[src/rtl/instr_fetch_unit.sv]
// Fetch sequencer: owns the PC, drives the instruction ROM address and registers
// each fetched word with its PC for decode. Handles stall, branch redirect and halt.
module instr_fetch_unit #(
  parameter int          ADDR_W  = 8,
  parameter int          INSTR_W = 10,
  parameter logic [3:0]  HALT_OP = 4'b1111
) (
  input  logic               clk,
  input  logic               rst_n,
  input  logic               start,
  input  logic               stall,
  input  logic               branch_taken,
  input  logic [ADDR_W-1:0]  branch_target,
  output logic [ADDR_W-1:0]  inst_address,
  input  logic [INSTR_W-1:0] inst_in,
  output logic [INSTR_W-1:0] instr_out,
  output logic [ADDR_W-1:0]  instr_pc,
  output logic               instr_valid,
  output logic               halted
);

  typedef enum logic [1:0] {
    S_IDLE   = 2'd0,
    S_FETCH  = 2'd1,
    S_HALTED = 2'd2
  } state_t;

  state_t              r_state, w_state_next;
  logic [ADDR_W-1:0]   r_pc, w_pc_next;
  logic [INSTR_W-1:0]  r_instr, w_instr_next;
  logic [ADDR_W-1:0]   r_instr_pc, w_instr_pc_next;
  logic                r_valid, w_valid_next;
  logic                r_halted, w_halted_next;
  logic                w_is_halt;

  assign w_is_halt = (inst_in[INSTR_W-1 -: 4] == HALT_OP);

  always_comb begin
    w_state_next    = r_state;
    w_pc_next       = r_pc;
    w_instr_next    = r_instr;
    w_instr_pc_next = r_instr_pc;
    w_valid_next    = r_valid;
    w_halted_next   = r_halted;
    case (r_state)
      S_IDLE: begin
        if (start) begin
          w_pc_next    = '0;
          w_state_next = S_FETCH;
        end
      end
      S_FETCH: begin
        if (!stall) begin
          // A taken branch only counts against a live instruction; the word
          // arriving this cycle is on the wrong path and is dropped.
          if (branch_taken && r_valid) begin
            w_pc_next    = branch_target;
            w_valid_next = 1'b0;
          end else begin
            w_instr_next    = inst_in;
            w_instr_pc_next = r_pc;
            w_valid_next    = 1'b1;
            if (w_is_halt) begin
              w_state_next  = S_HALTED;
              w_halted_next = 1'b1;
            end else begin
              w_pc_next = r_pc + ADDR_W'(1);
            end
          end
        end
      end
      S_HALTED: begin
        if (start) begin
          w_pc_next     = '0;
          w_halted_next = 1'b0;
          w_valid_next  = 1'b0;
          w_state_next  = S_FETCH;
        end else if (!stall) begin
          w_valid_next = 1'b0;
        end
      end
      default: begin
        w_state_next = S_IDLE;
      end
    endcase
  end

  always_ff @(posedge clk) begin
    if (!rst_n) begin
      r_state    <= S_IDLE;
      r_pc       <= '0;
      r_instr    <= '0;
      r_instr_pc <= '0;
      r_valid    <= 1'b0;
      r_halted   <= 1'b0;
    end else begin
      r_state    <= w_state_next;
      r_pc       <= w_pc_next;
      r_instr    <= w_instr_next;
      r_instr_pc <= w_instr_pc_next;
      r_valid    <= w_valid_next;
      r_halted   <= w_halted_next;
    end
  end

  assign inst_address = r_pc;
  assign instr_out    = r_instr;
  assign instr_pc     = r_instr_pc;
  assign instr_valid  = r_valid;
  assign halted       = r_halted;

endmodule

[config.mk]
export PLATFORM = sky130hd
export DESIGN_NAME = instr_fetch_unit
export DESIGN_NICKNAME = d
export VERILOG_FILES = /design/src/rtl/instr_fetch_unit.sv
export SDC_FILE = /design/constraint.sdc
export NUM_CORES = 1
export LEC_CHECK = 0
export CAP_MARGIN = 10
export CORE_MARGIN = 2
export CORE_UTILIZATION = 55
export DETAILED_ROUTE_END_ITERATION = 7
export DONT_BUFFER_PORTS = 1
export PLACE_DENSITY_LB_ADDON = 0.3
export SLEW_MARGIN = 20
export SYNTH_ARGS = -nofsm -noshare
export SYNTH_HDL_FRONTEND = slang
export SYNTH_SLANG_ARGS = --single-unit
[constraint.sdc]
create_clock -name clk -period 1.9 [get_ports clk]
set_clock_uncertainty 0.1 [all_clocks]
set_input_delay 0.285 -clock clk [delete_from_list [all_inputs] [get_ports clk]]
set_output_delay 0.285 -clock clk [all_outputs]
set_load 0.05 [all_outputs]
==> out/metrics.cfg <==
[timing]
fin_setup_tns_ps=0
setup_viol=0
finalMaxSlewViolations=0
period_minus_slack_ps=1710
hold_violations=0
fin_crit_sh_pct=90.0
tightest_slew_ps=557
rsz0062_at_grt=false
worst_slack_ps=190
max_clock_freq_ghz=0.585
max_slew_margin_pct=62.7

[cells_and_area]
instances_no_fill=222
drive_gt1_share_pct=12.0
mostFrequentLayoutCells=47 x nand2_1, 30 x dfxtp_1, 12 x a21boi_0, 12 x dlygate4sd3_1, 12 x buf_4
final_common_cell=nand2_1
areaGrowthSynthToFinish_pct=19.1
diodes=0
final_util_pct=67.7
layout.nets=215

[detailed_routing]
drc=0
via_count=1308
drtIter0Drc=29
vias_per_cell=5.89
drtAntennaViolNets=0
wl_um=3340
wl_per_cell_um=15.0
drt_first_pass_iters=4

[floorplanning]
coreArea_mm2=0.00243
boundaryPins=51
initial_utilization_pct=56.9
die_h_um=54.2
die_w_um=54.2
dieArea_mm2=0.00293
rows=18

[logic_synthesis]
syn_inst=168
ys_seq_area_share_pct=43.4
syn_area_mm2=0.00138
synth_cell_type_count=34
ys.warnings.count=0
syn-num-nets=192
avgSynthCellArea_um2=8.24
synth-seq-cells=30

[setup_path]
cp_max_fo=10
path_common_cell=nand2_1
critical-path-top-delay-family=simple AND/OR/NAND/NOR gates
crit_chain=nor3b_4 > nand2_1 > buf_4 > nand2_1 > a21boi_0
cp_slowest_cell=dfxtp_1
startpoint_type=register
cp.required_ps=2010
slowest_delay_ps=460
crit_type=register to register
end_kind=register
crit_buf_inv=1
crit_arrival_ps=1820

[clocking]
clockBufferDepth=2
clk_pin_slew_ps=90
h-tree-depth=2
cts_tree=done
numClockSinks=30
post_cts_resized=0
clock_latency_ps=330
numCtsBuffers=5
root_buffer=clkbuf_4
post_cts_buffers=0

[pwr]
power_frac_clock_pct=32.7
ir_drop_v=0.000593
power_density_mw_per_mm2=726
combPwrFrac_pct=10.1
p_int_uw=875
switching_share_pct=26.9
power_leakage_uw=0.000597
p_seq_share_pct=57.2
switchingPower_uw=322

[run]
maxCapViolations=0

[place]
hpwl_um=2250
dp_cells=202
pre_cts_ws_ps=165
buffer_ports.inserted=0
gp_congestion=0.923

[global_route]
grt_use_total_pct=23.7
grt_pass1_wl_um=4850
antenna_found_initial=0
grt_pass1_vias=1146
grt-ovfl-total=0
grt_max_degree=19

[worst_hold_path]
hp-class=primary input to register

[status]
outcome=completed

-- logic make-up after synthesis --
| group | synth area share [%] |
|---|---|
| AO/OA/AOI/OAI | 25.4 |
| adder cells (fa/ha/maj) | 0.904 |
| buffers and inverters | 3.16 |
| flip-flops | 43.4 |
| multiplexers | 0.814 |
| AND/OR/NAND/NOR | 26.3 |
-- per-layer routing --
metal  routed length (um)  GRT usage [%]
met4                   49           12.1
met2                 1670           39.8
met5                    0              0
met1                 1350           25.6
met3                  276           9.17
-- power groups by stage --
stage / clock network [uW] / logic [uW] / registers [uW]
5_1_grt: 426 / 131 / 688
4_1_cts: 401 / 117 / 685
3_5_place_dp: 0 / 93.7 / 700
3_3_place_gp: 0 / 89.2 / 699
2_1_floorplan: 0 / 73.9 / 706
6_report: 392 / 120 / 685
-- repair_timing --
action,CTS,global route
hold buffers,11,1
endpoints found under the hold margin,18,5
endpoints found under the setup margin,0,0
-- synth_stat cells (all sizes together) --
master / number / area share, %
o21a: 3 / 1.7
o22ai: 3 / 1.4
or3: 2 / 0.90
nand2b: 2 / 0.90
nand4: 2 / 0.90
and4: 2 / 1.3
nand3: 6 / 2.2
nand2: 47 / 13
dfxtp: 30 / 43
mux2: 1 / 0.81
nor2b: 2 / 0.90
buf: 4 / 2.1
o2111ai: 1 / 0.63
and2: 3 / 1.4
nor3b: 1 / 1.4
nor2: 11 / 3.0
nor3: 1 / 0.36
nor4: 1 / 0.45
a211o: 2 / 1.3
o211a: 1 / 0.72
o31ai: 1 / 0.54
o221a: 1 / 0.81
clkbuf: 4 / 1.1
o2bb2ai: 3 / 1.9
a21oi: 6 / 2.2
ha: 1 / 0.90
o211ai: 1 / 0.54
o21ai: 2 / 0.72
a21boi: 22 / 12
a22oi: 2 / 1.1
-- registers in the layout, indices dropped and copies added (netlist names) --
register	cells
r_state	2
instr_out	10
instr_pc	8
instr_valid	1
inst_address	8
halted	1
-- worst register-to-register path, delay by kind of cell (launching register included) --
family          cells  cell delay, ps
compound gates      1             100
flops               1             460
buf+inv             1             260
simple gates        3             680
-- area by class of cell --
class                           count  area [um^2]
Clock buffer                        7         55.1
Clock inverter                      1         5.00
Fill cell                         211          785
Multi-Input combinational cell    130          739
Sequential cell                    30          601
Tap cell                           30         37.5
Timing Repair Buffer               24          210
-- worst paths after layout --
kind | from | end | slack, ps | depth (start not counted)
worst min-delay path | rst_n | instr_pc[1] | 20 | 1
worst min register to register | inst_address[7] | inst_address[7] | 400 | 1
worst max register to register | r_state[0] | instr_out[0] | 190 | 5
worst max-delay path | r_state[0] | instr_out[0] | 190 | 5
-- through the flow --
stage / instance area, um^2 / total power [uW] / hold WS, ps
2_1_floorplan: 1380 / 779 / 320
3_3_place_gp: 1470 / 788 / 308
3_5_place_dp: 1470 / 794 / 309
4_1_cts: 1640 / 1200 / 1.04
5_1_grt: 1650 / 1240 / 2.79
6_report: 1650 / 1200 / 15.3
(Power assumes the default switching activity.)
